## config.mk

```make
export PLATFORM = sky130hd
export DESIGN_NAME = game_sequencer_flat
export DESIGN_NICKNAME = d
export VERILOG_FILES = /design/src/rtl/game_sequencer_if.sv /design/src/rtl/game_sequencer.sv /design/src/flat_wrapper.sv
export SDC_FILE = /design/constraint.sdc
export NUM_CORES = 1
export LEC_CHECK = 0
export ABC_AREA = 1
export BUFFER_PORTS_ARGS = -buffer_cell sky130_fd_sc_hd__buf_2
export CORE_AREA = 2 2 95 189
export CTS_BUF_LIST = sky130_fd_sc_hd__clkbuf_8
export DETAILED_ROUTE_END_ITERATION = 12
export DIE_AREA = 0 0 97 191
export GPL_ROUTABILITY_DRIVEN = 0
export PLACE_DENSITY_LB_ADDON = 0.08
export SLEW_MARGIN = 20
export SYNTH_ARGS = -nofsm -noshare
export SYNTH_HDL_FRONTEND = slang
export SYNTH_SLANG_ARGS = --single-unit
```

## constraint.sdc

```tcl
create_clock -name clk -period 8.05 [get_ports clk]
set_input_delay 1.61 -clock clk [delete_from_list [all_inputs] [get_ports clk]]
set_output_delay 1.61 -clock clk [all_outputs]
set_load 0.005 [all_outputs]
```

## src/rtl/game_sequencer_if.sv

```systemverilog
// Button/collision inputs and play-state outputs of the dinosaur game sequencer.
interface game_sequencer_if;
    logic        up;
    logic        collision;
    logic [1:0]  state;
    logic        move_tick;
    logic        spawn;
    logic        jump_start;
    logic        airborne;
    logic [15:0] score;
    logic [2:0]  speed_level;

    modport master (
        output up, collision,
        input  state, move_tick, spawn, jump_start, airborne, score, speed_level
    );

    modport slave (
        input  up, collision,
        output state, move_tick, spawn, jump_start, airborne, score, speed_level
    );
endinterface

```

## src/rtl/game_sequencer.sv

```systemverilog
// Play controller for the dinosaur game: game state sequencing, move tick,
// obstacle spawn scheduling, jump arbitration, BCD score and speed level.
//
// state | meaning
// INI   | idle; last score still shown, up_rise starts a new game
// RUN   | move ticks, spawns, jumps and scoring active
// DONE  | collision seen; score frozen, up_rise returns to INI
module game_sequencer #(
    parameter int unsigned BASE_DIV    = 2000000,
    parameter int unsigned DIV_STEP    = 200000,
    parameter int unsigned MIN_DIV     = 600000,
    parameter int unsigned SCORE_TICKS = 6,
    parameter int unsigned MIN_GAP     = 40,
    parameter int unsigned JUMP_TICKS  = 30,
    parameter logic [7:0]  LFSR_SEED   = 8'hA5
) (
    input logic             clk,
    input logic             rst,
    game_sequencer_if.slave bus
);
    typedef enum logic [1:0] {
        ST_INI     = 2'd0,
        ST_RUN     = 2'd1,
        ST_DONE    = 2'd2,
        ST_ILLEGAL = 2'd3
    } state_t;

    localparam logic [23:0] BASE_W     = 24'(BASE_DIV);
    localparam logic [23:0] STEP_W     = 24'(DIV_STEP);
    localparam logic [23:0] MIN_W      = 24'(MIN_DIV);
    localparam logic [7:0]  GAP_MIN    = 8'(MIN_GAP);
    localparam logic [7:0]  JUMP_W     = 8'(JUMP_TICKS);
    localparam logic [7:0]  SCORE_LAST = 8'(SCORE_TICKS - 1);

    state_t      state_q, state_n;
    logic        up_d;
    logic        up_rise;
    logic        wrap;
    logic [23:0] tick_q, tick_n;
    logic [23:0] period_q, period_n;
    logic [7:0]  lfsr_q, lfsr_n;
    logic [7:0]  gap_q, gap_n;
    logic [7:0]  jump_q, jump_n;
    logic [7:0]  sub_q, sub_n;
    logic        air_q, air_n;
    logic [15:0] score_q, score_n;
    logic [2:0]  speed_q, speed_n;
    logic        move_q, move_n;
    logic        spawn_q, spawn_n;
    logic        jstart_q, jstart_n;

    // Saturating subtraction: the period never drops below MIN_DIV nor underflows.
    function automatic logic [23:0] period_for(input logic [2:0] lvl);
        logic [23:0] red;
        red = 24'(lvl) * STEP_W;
        if (red >= BASE_W || (BASE_W - red) < MIN_W) begin
            return MIN_W;
        end
        return BASE_W - red;
    endfunction

    function automatic logic [15:0] bcd_inc(input logic [15:0] s);
        logic [15:0] r;
        logic        carry;
        r     = s;
        carry = 1'b1;
        for (int i = 0; i < 4; i++) begin
            if (carry) begin
                if (s[i*4 +: 4] == 4'd9) begin
                    r[i*4 +: 4] = 4'd0;
                end else begin
                    r[i*4 +: 4] = s[i*4 +: 4] + 4'd1;
                    carry       = 1'b0;
                end
            end
        end
        return r;
    endfunction

    // Galois form of x^8+x^6+x^5+x^4+1.
    function automatic logic [7:0] lfsr_step(input logic [7:0] l);
        return {1'b0, l[7:1]} ^ (l[0] ? 8'hB8 : 8'h00);
    endfunction

    assign up_rise = bus.up & ~up_d;
    assign wrap    = (tick_q == period_q - 24'd1);

    always_ff @(posedge clk or negedge rst) begin
        if (!rst) begin
            state_q  <= ST_INI;
            up_d     <= 1'b0;
            tick_q   <= 24'd0;
            period_q <= BASE_W;
            lfsr_q   <= LFSR_SEED;
            gap_q    <= GAP_MIN;
            jump_q   <= 8'd0;
            sub_q    <= 8'd0;
            air_q    <= 1'b0;
            score_q  <= 16'h0000;
            speed_q  <= 3'd0;
            move_q   <= 1'b0;
            spawn_q  <= 1'b0;
            jstart_q <= 1'b0;
        end else begin
            state_q  <= state_n;
            up_d     <= bus.up;
            tick_q   <= tick_n;
            period_q <= period_n;
            lfsr_q   <= lfsr_n;
            gap_q    <= gap_n;
            jump_q   <= jump_n;
            sub_q    <= sub_n;
            air_q    <= air_n;
            score_q  <= score_n;
            speed_q  <= speed_n;
            move_q   <= move_n;
            spawn_q  <= spawn_n;
            jstart_q <= jstart_n;
        end
    end

    always_comb begin
        state_n  = state_q;
        tick_n   = tick_q;
        period_n = period_q;
        lfsr_n   = lfsr_q;
        gap_n    = gap_q;
        jump_n   = jump_q;
        sub_n    = sub_q;
        air_n    = air_q;
        score_n  = score_q;
        speed_n  = speed_q;
        move_n   = 1'b0;
        spawn_n  = 1'b0;
        jstart_n = 1'b0;
        case (state_q)
            ST_INI: begin
                if (up_rise) begin
                    state_n  = ST_RUN;
                    tick_n   = 24'd0;
                    period_n = period_for(3'd0);
                    gap_n    = GAP_MIN;
                    jump_n   = 8'd0;
                    sub_n    = 8'd0;
                    air_n    = 1'b0;
                    score_n  = 16'h0000;
                    speed_n  = 3'd0;
                end
            end
            ST_RUN: begin
                // Collision wins over everything due this cycle, including up_rise.
                if (bus.collision) begin
                    state_n = ST_DONE;
                    air_n   = 1'b0;
                end else begin
                    if (wrap) begin
                        tick_n = 24'd0;
                        move_n = 1'b1;
                        lfsr_n = lfsr_step(lfsr_q);
                        if (gap_q == 8'd1) begin
                            spawn_n = 1'b1;
                            gap_n   = GAP_MIN + {3'b000, lfsr_q[4:0]};
                        end else begin
                            gap_n = gap_q - 8'd1;
                        end
                        if (air_q && jump_q != 8'd0) begin
                            jump_n = jump_q - 8'd1;
                            if (jump_q == 8'd1) begin
                                air_n = 1'b0;
                            end
                        end
                        if (sub_q == SCORE_LAST) begin
                            sub_n = 8'd0;
                            if (score_q != 16'h9999) begin
                                score_n = bcd_inc(score_q);
                                if (score_q[7:0] == 8'h99 && speed_q != 3'd7) begin
                                    speed_n = speed_q + 3'd1;
                                end
                            end
                        end else begin
                            sub_n = sub_q + 8'd1;
                        end
                        period_n = period_for(speed_n);
                    end else begin
                        tick_n = tick_q + 24'd1;
                    end
                    if (up_rise && !air_q) begin
                        jstart_n = 1'b1;
                        air_n    = 1'b1;
                        jump_n   = JUMP_W;
                    end
                end
            end
            ST_DONE: begin
                if (up_rise) begin
                    state_n = ST_INI;
                end
            end
            default: state_n = ST_INI;
        endcase
    end

    assign bus.state       = state_q;
    assign bus.move_tick   = move_q;
    assign bus.spawn       = spawn_q;
    assign bus.jump_start  = jstart_q;
    assign bus.airborne    = air_q;
    assign bus.score       = score_q;
    assign bus.speed_level = speed_q;
endmodule
```

## src/flat_wrapper.sv

```systemverilog
// flat-port wrapper written by rule: the top's interface ports become plain ports
module game_sequencer_flat 
#(
    parameter int unsigned BASE_DIV    = 2000000,
    parameter int unsigned DIV_STEP    = 200000,
    parameter int unsigned MIN_DIV     = 600000,
    parameter int unsigned SCORE_TICKS = 6,
    parameter int unsigned MIN_GAP     = 40,
    parameter int unsigned JUMP_TICKS  = 30,
    parameter logic [7:0]  LFSR_SEED   = 8'hA5
)
  (clk, rst, bus_up, bus_collision, bus_state, bus_move_tick, bus_spawn, bus_jump_start, bus_airborne, bus_score, bus_speed_level);
  game_sequencer_if bus_i ();
  input logic clk;
  input logic rst;
  input wire logic [$bits(bus_i.up)-1:0] bus_up;
  input wire logic [$bits(bus_i.collision)-1:0] bus_collision;
  output wire logic [$bits(bus_i.state)-1:0] bus_state;
  output wire logic [$bits(bus_i.move_tick)-1:0] bus_move_tick;
  output wire logic [$bits(bus_i.spawn)-1:0] bus_spawn;
  output wire logic [$bits(bus_i.jump_start)-1:0] bus_jump_start;
  output wire logic [$bits(bus_i.airborne)-1:0] bus_airborne;
  output wire logic [$bits(bus_i.score)-1:0] bus_score;
  output wire logic [$bits(bus_i.speed_level)-1:0] bus_speed_level;
  assign bus_i.up = bus_up;
  assign bus_i.collision = bus_collision;
  assign bus_state = bus_i.state;
  assign bus_move_tick = bus_i.move_tick;
  assign bus_spawn = bus_i.spawn;
  assign bus_jump_start = bus_i.jump_start;
  assign bus_airborne = bus_i.airborne;
  assign bus_score = bus_i.score;
  assign bus_speed_level = bus_i.speed_level;
  game_sequencer #(.BASE_DIV(BASE_DIV), .DIV_STEP(DIV_STEP), .MIN_DIV(MIN_DIV), .SCORE_TICKS(SCORE_TICKS), .MIN_GAP(MIN_GAP), .JUMP_TICKS(JUMP_TICKS), .LFSR_SEED(LFSR_SEED)) u_core (.clk(clk), .rst(rst), .bus(bus_i));
endmodule
```

==> metrics, run 1 <==
status finished, final reports clean; number of instances resized during post-cts repair 0; nature of the critical path endpoint flop; global-route usage over all layers 16.68%; DPL Wire Length 11.07 mm; total power 1.342 mW; met1 capacity usage during global routing 21.48%; area fraction in and, or, nand and nor cells after synthesis 30.69%; leakage power 3.376 nW; # fillers 1,765; CTS tree done; overall die width 97 um; pin count of the biggest net entering global routing 52; final instance count without filler cells 1,089; synthesized area divided by synthesized cell count 7.726 um2; synth-to-layout area growth 7.830%; post-synthesis instance area 0.006551 mm2; synthesized netlist net count 885; MaxCap Viol Count 0; area of the core 0.01710 mm2; start point of the critical path u_core.bus.score[1]; Most Crowded Layer GR met2; via total after detailed routing 5,273; routing usage on met3 1.792%; clock slew seen by the registers of the worst setup and hold paths 0.10 ns; endpoint of the worst setup timing path u_core.period_q[14]; classification of the worst setup path reg -> reg; number of hold buffers added after CTS 0; top_reg_cell synth sky130_fd_sc_hd__dfrtp_1; Clock Tree Buf Depth 2; DRC 0; top cells by area, synth sky130_fd_sc_hd__dfrtp_1 (32%), sky130_fd_sc_hd__nand2_1 (10%), sky130_fd_sc_hd__ha_1 (6.3%); power per unit of standard cell area 189.9 mW/mm2; # Post-CTS Setup Buffers 0; depth of the CTS H-tree 3; met2 GRT Util 29.30%; Max-Slew Margin vs Limit 52.42%; fraction of layout instances using a drive strength above 1 12.97%; ys async rst share 100.0%; Final period util 51.74%; wire length per cell after detailed routing 13.70 um; Hold Startpoint u_core.lfsr_q[7]; final antenna-violating net count 0; cell type with the largest total area after synthesis sky130_fd_sc_hd__dfrtp_1; final setup vio count 0; count of port buffers added during placement 28; kind of path behind the tightest hold check reg -> reg; starting utilization of the core area 38.31%; Final Max Tran Viols 0; distinct cell type count after synthesis 56; Max VDD drop 88.46 uV; combinational family with the most area after synthesis simple AND/OR/NAND/NOR gates; cell chosen for the clock root sky130_fd_sc_hd__clkbuf_8; Post-synth EDFFs 0; total congestion overflow after global routing 0; startpoint of the lowest-slack register-to-register path u_core.bus.score[1]; drt initial violations 162; adder and majority cell fraction of the synthesized area 6.303%; register bit count reported by yosys 97; Synth top area share 32.09%; post-synthesis sequential area ratio 37.30%; largest clock skew in the final design 0.01297 ns; gate count of the mapped netlist 848; detail-routed via count per cell 4.842; ports placed on the boundary 29; number of rows in the core area 68; worst r2r path cells 27; warnings from Yosys 0; terminus of the critical flop-to-flop path u_core.period_q[14]; crit path launch type flop; sinks on the clock net 97; highest net fanout along the worst path 10; share of synthesized area spent on multiplexers 0.1528%; setup repair after global routing missed its margin no; height of the die 191 um; Max Freq 240.1 MHz; number of antenna violations at the first check in global routing 0; Min Clock Period, post-route 4.165 ns; first-pass detailed-route iteration total 4; later-pin clock latency in the skew report 0.38 ns; reg2reg setup slack 3.89 ns; number of global-route vias before repair 5,153; wire length of the first global-routing pass 25.46 mm; count of final hold-check violations 0; slew at the pin closest to its max-slew limit 0.7072 ns; post-route setup TNS 0 ns; data required time of the worst path 8.31 ns; number of diodes added for antenna fixing 0; die footprint 0.01853 mm2; XOR/XNOR share of the synthesized area 7.888%; signal arrival time at the worst endpoint 4.42 ns; CTS Buf Count 9; wire length reported by the detailed router 14.92 mm; compound-cell area share of the yosys netlist 9.053%; NumNets Final 911; post-placement cell count 1,073
## worst min-delay path by stage
| stage | endpoint | cells after the start |
|---|---|---|
| 6_report | u_core.lfsr_q[7] | 2 |
| 2_1_floorplan | u_core.period_q[15] | 2 |
| 3_5_place_dp | u_core.lfsr_q[7] | 2 |
| 3_3_place_gp | u_core.lfsr_q[7] | 2 |
| 4_1_cts | u_core.lfsr_q[7] | 2 |
| 5_1_grt | u_core.lfsr_q[7] | 2 |
## flip-flops by register name, indices dropped and copies added (netlist names)
signal and flops:
u_core.bus.speed_level 3, u_core.tick_q 24, u_core.lfsr_q 8, u_core.bus.spawn 1, u_core.sub_q 8, u_core.bus.score 16, u_core.bus.airborne 1, u_core.period_q 15
u_core.bus.state 2, u_core.bus.move_tick 1, u_core.bus.jump_start 1, u_core.gap_q 8, u_core.jump_q 8, u_core.up_d 1
## final cells by class
type	count	area [um2]	share of cell area, %
clock buffers	9	123.9	1.753
clock inverters	7	63.81	0.9033
inverters	121	459.2	6.500
well taps	210	262.8	3.719
multi-input cells	614	3546	50.19
repair buffers	31	165.2	2.338
flip-flops and latches	97	2444	34.59
## layout by cell type, fill, tap and decap left out, types with 23 or more instances in the layout
master,count
sky130_fd_sc_hd__inv_1,110
sky130_fd_sc_hd__buf_2,27
sky130_fd_sc_hd__xnor2_1,23
sky130_fd_sc_hd__ha_1,33
sky130_fd_sc_hd__nor2_1,89
sky130_fd_sc_hd__nand2_1,174
sky130_fd_sc_hd__xor2_1,36
sky130_fd_sc_hd__o21ai_0,37
sky130_fd_sc_hd__dfrtp_1,84
sky130_fd_sc_hd__nand3_1,68
## kinds of logic (layout without fill, tap and decap cells)
family / count (synthesis) / in the layout
buffers and inverters: 137 / 168
adder cells (fa/ha/maj): 33 / 33
XOR/XNOR: 59 / 59
AND/OR/NAND/NOR: 421 / 421
flip-flops: 97 / 97
AO/OA/AOI/OAI: 100 / 100
multiplexers: 1 / 1
## cells in the mapped netlist (all sizes together) (5+ instances only)
master	number
ha	33
nand3b	7
o22ai	7
nand4	12
o31ai	6
nor3b	9
a21oi	18
inv	119
nor4	6
nor3	21
nor2	100
dfrtp	84
buf	13
nand2	185
or2	5
o21ai	59
nand3	72
xnor2	23
dfstp	13
xor2	36
## worst max-delay path: stages (launching register included)
cell and delay [ns]:
sky130_fd_sc_hd__dfrtp_1 0.42, sky130_fd_sc_hd__inv_1 0.09, sky130_fd_sc_hd__ha_1 0.14, sky130_fd_sc_hd__nand2_1 0.06
sky130_fd_sc_hd__nor2_2 0.23, sky130_fd_sc_hd__nand4_1 0.28, sky130_fd_sc_hd__nand2_1 0.17, sky130_fd_sc_hd__inv_1 0.06
sky130_fd_sc_hd__nand2_1 0.06, sky130_fd_sc_hd__o21a_1 0.13, sky130_fd_sc_hd__inv_1 0.10, sky130_fd_sc_hd__ha_1 0.32
sky130_fd_sc_hd__ha_1 0.34, sky130_fd_sc_hd__inv_1 0.14, sky130_fd_sc_hd__xor2_1 0.17, sky130_fd_sc_hd__inv_1 0.07
sky130_fd_sc_hd__nor2_1 0.28, sky130_fd_sc_hd__nand3_1 0.12, sky130_fd_sc_hd__o211ai_1 0.20, sky130_fd_sc_hd__nand2_1 0.10
sky130_fd_sc_hd__nand2_1 0.08, sky130_fd_sc_hd__nand2_1 0.04, sky130_fd_sc_hd__nand2_1 0.06, sky130_fd_sc_hd__nand2_2 0.08
sky130_fd_sc_hd__nand2_4 0.12, sky130_fd_sc_hd__inv_1 0.08, sky130_fd_sc_hd__nand2_1 0.05, sky130_fd_sc_hd__o21ai_0 0.07
## routing by layer
layer  vias up  share of wire, %
met5         -                 0
met4         0               1.3
met3         9               1.3
met2        35                49
met1      2447                48
li1       2782                 -
## through the flow
| stage | hold WS, ns | util (%) | setup WS (ns) | cell area [um2] |
|---|---|---|---|---|
| detailed placement | 0.4734 | 40.21 | 3.977 | 6877 |
| CTS | 0.4889 | 41.31 | 3.928 | 7064 |
| global placement | 0.4705 | 40.21 | 4.143 | 6877 |
| finish | 0.4872 | 41.31 | 3.885 | 7064 |
| floorplan | 0.4618 | - | 4.527 | 6551 |
| global route | 0.5186 | 41.31 | 3.497 | 7064 |
## power by group
part           switching [mW]  internal, mW
Clock                   0.195         0.118
Sequential             0.0538         0.546
Combinational           0.286         0.143
Total                   0.535         0.807
Power figures use the tool's default switching activity.
==> run 2: changes to the inputs <==
==> constraint.sdc (replaced) <==
create_clock -name clk -period 3.3 [get_ports clk]
set_input_delay 0.66 -clock clk [delete_from_list [all_inputs] [get_ports clk]]
set_output_delay 0.66 -clock clk [all_outputs]
set_load 0.005 [all_outputs]
==> metrics, run 2 (synthesis gave the netlist of run 1 again) <==
via total after detailed routing 5,653; Final Max Tran Viols 0; crit path launch type flop; global-route usage over all layers 17.43%; net switching component of the power 1.332 mW; kind of path behind the tightest hold check in -> async; number of hold buffers added after CTS 0; signal arrival time at the worst endpoint 3.82 ns; number of global-route vias before repair 5,484; pin count of the biggest net entering global routing 58; DRC 0; detail-routed via count per cell 4.827; cell with the biggest individual delay on the critical path sky130_fd_sc_hd__dfrtp_1; sinks on the clock net 97; highest net fanout along the worst path 5; Final period util 107.4%; number of buffers and inverters on the critical path 7; most frequent cell on the critical path sky130_fd_sc_hd__nand2_1; die footprint 0.01853 mm2; sequential cell fraction of total power 42.3%; height of the die 191 um; clock slew seen by the registers of the worst setup and hold paths 0.11 ns; Int Power 2.062 mW; drt initial violations 181; ports placed on the boundary 29; DPL Wire Length 11.74 mm; number of flip-flops under the largest register name 24; depth of the CTS H-tree 3; synth-to-layout area growth 20.40%; NumNets Final 993; overall die width 97 um; post-route setup TNS -2.570 ns; nature of the critical path endpoint flop; Crit path largest cell delay 0.40 ns; wire length of the first global-routing pass 26.35 mm; count of final hold-check violations 0; wire length per cell after detailed routing 13.22 um; total power 3.394 mW; status complete, but fails checks; number of antenna violations at the first check in global routing 0; register with the highest flop count u_core.tick_q; data required time of the worst path 3.58 ns; violations in the final reports setup timing; portion of total power attributed to the clock network 22.5%; count of port buffers added during placement 28; Clock Tree Buf Depth 2; final antenna-violating net count 0; kind of cell adding the most delay to the critical path simple AND/OR/NAND/NOR gates; final setup vio count 14; starting utilization of the core area 38.31%; total congestion overflow after global routing 0; Comb pwr share 35.2%; first-pass detailed-route iteration total 4; number of diodes added for antenna fixing 0; CTS tree done; Final Core Density 46.12%; slew at the pin closest to its max-slew limit 0.6449 ns; number of rows in the core area 68; wire length reported by the detailed router 15.48 mm; fraction of layout instances using a drive strength above 1 23.62%; Min Clock Period, post-route 3.543 ns; largest clock skew in the final design 0.01184 ns; CTS Buf Count 9; Max-Slew Margin vs Limit 56.82%; final worst slack -0.2434 ns; top library cells by usage in the layout, fill and taps aside sky130_fd_sc_hd__nand2_1 (169), sky130_fd_sc_hd__inv_1 (102), sky130_fd_sc_hd__nor2_1 (87); leakage power 3.804 nW; Max Freq 282.2 MHz; MaxCap Viol Count 0; area of the core 0.01710 mm2; setup repair after global routing missed its margin yes; later-pin clock latency in the skew report 0.39 ns; switching share of power 39.24%; classification of the worst setup path reg -> reg; most frequent standard cell in the layout excluding fill and tap cells sky130_fd_sc_hd__nand2_1; power per unit of standard cell area 430.2 mW/mm2; cell chosen for the clock root sky130_fd_sc_hd__clkbuf_8; Max VDD drop 290.1 uV; post-placement setup slack -0.2547 ns
## run 2: changes by cell type in the layout (fill, tap and decap cells not counted), moves of 4 or more
cell,change
sky130_fd_sc_hd__buf_4,+80
sky130_fd_sc_hd__o21ai_2,+4
sky130_fd_sc_hd__inv_1,-8
sky130_fd_sc_hd__ha_1,-9
sky130_fd_sc_hd__nand2_1,-5
sky130_fd_sc_hd__inv_2,+8
sky130_fd_sc_hd__nor2_4,+5
sky130_fd_sc_hd__ha_4,+8
## run 2: worst paths after layout
check	from	end	slack (ns)	cells past startpoint
max	u_core.bus.score[1]	u_core.period_q[8]	-0.24	26
max in group asynchronous	rst	u_core.period_q[15]	2.30	2
max reg2reg	u_core.bus.score[1]	u_core.period_q[8]	-0.24	26
min reg2reg	u_core.lfsr_q[7]	u_core.lfsr_q[7]	0.49	2
min in group clk	bus_up	u_core.up_d	0.39	1
min	rst	u_core.jump_q[5]	0.24	1
## run 2: final cells by class
cell class | count | area (um2)
fillers | 1735 | 9214
multi-input cells | 615 | 3751
flip-flops and latches | 97 | 2444
repair buffers | 112 | 785.8
inverters | 121 | 459.2
well taps | 210 | 262.8
clock buffers | 9 | 123.9
clock inverters | 7 | 61.31
## run 2: worst register-to-register path: stages (launching register included)
cell and delay (ns):
sky130_fd_sc_hd__dfrtp_1 0.40, sky130_fd_sc_hd__inv_2 0.08, sky130_fd_sc_hd__ha_4 0.13, sky130_fd_sc_hd__nand2_2 0.06
sky130_fd_sc_hd__nor2_4 0.15, sky130_fd_sc_hd__nand4_1 0.24, sky130_fd_sc_hd__nand2_1 0.16, sky130_fd_sc_hd__inv_2 0.04
sky130_fd_sc_hd__o21a_1 0.18, sky130_fd_sc_hd__inv_2 0.11, sky130_fd_sc_hd__ha_4 0.17, sky130_fd_sc_hd__ha_4 0.20
sky130_fd_sc_hd__buf_4 0.13, sky130_fd_sc_hd__buf_4 0.13, sky130_fd_sc_hd__xor2_2 0.26, sky130_fd_sc_hd__buf_4 0.17
sky130_fd_sc_hd__inv_1 0.03, sky130_fd_sc_hd__nand2_1 0.07, sky130_fd_sc_hd__nand2_1 0.06, sky130_fd_sc_hd__nand2_1 0.07
sky130_fd_sc_hd__nand2_1 0.05, sky130_fd_sc_hd__nand2_1 0.07, sky130_fd_sc_hd__nand2_2 0.06, sky130_fd_sc_hd__nand2_4 0.10
sky130_fd_sc_hd__nand2_4 0.09, sky130_fd_sc_hd__o21ai_2 0.17, sky130_fd_sc_hd__nand2_1 0.06
## run 2: repair_timing
item | in CTS | in global routing
resized for setup | 20 | 12
buffers inserted | 9 | 3
endpoints found under the setup margin | 14 | 14
pin swaps | 24 | 15
cloned | 1 | 0
hold endpoints to repair | 0 | 0
## run 2: power groups by stage
| stage | combinational, mW | clock, mW | sequential [mW] |
|---|---|---|---|
| 2_1_floorplan | 0.819 | 0 | 1.46 |
| 3_3_place_gp | 1.19 | 0 | 1.45 |
| 3_5_place_dp | 1.20 | 0 | 1.46 |
| 4_1_cts | 1.21 | 0.801 | 1.43 |
| 5_1_grt | 1.36 | 0.844 | 1.46 |
| 6_report | 1.20 | 0.762 | 1.44 |
## run 2: routing by layer
layer  up-vias  track usage (%)  share of wire (%)
met5         -                0                  0
met2        55            30.74                 51
li1       2952                -                  -
met3        20            2.194                1.8
met1      2626            21.70                 45
met4         0            6.446                2.1
## run 2: stage by stage
stage               hold WS (ns)  std cells  cell area, um2
detailed placement        0.4778       1142            7500
CTS                       0.2477       1168            7825
global placement          0.4702       1142            7500
finish                    0.2411       1171            7888
global route              0.2701       1171            7888
floorplan                 0.3644        848            6644
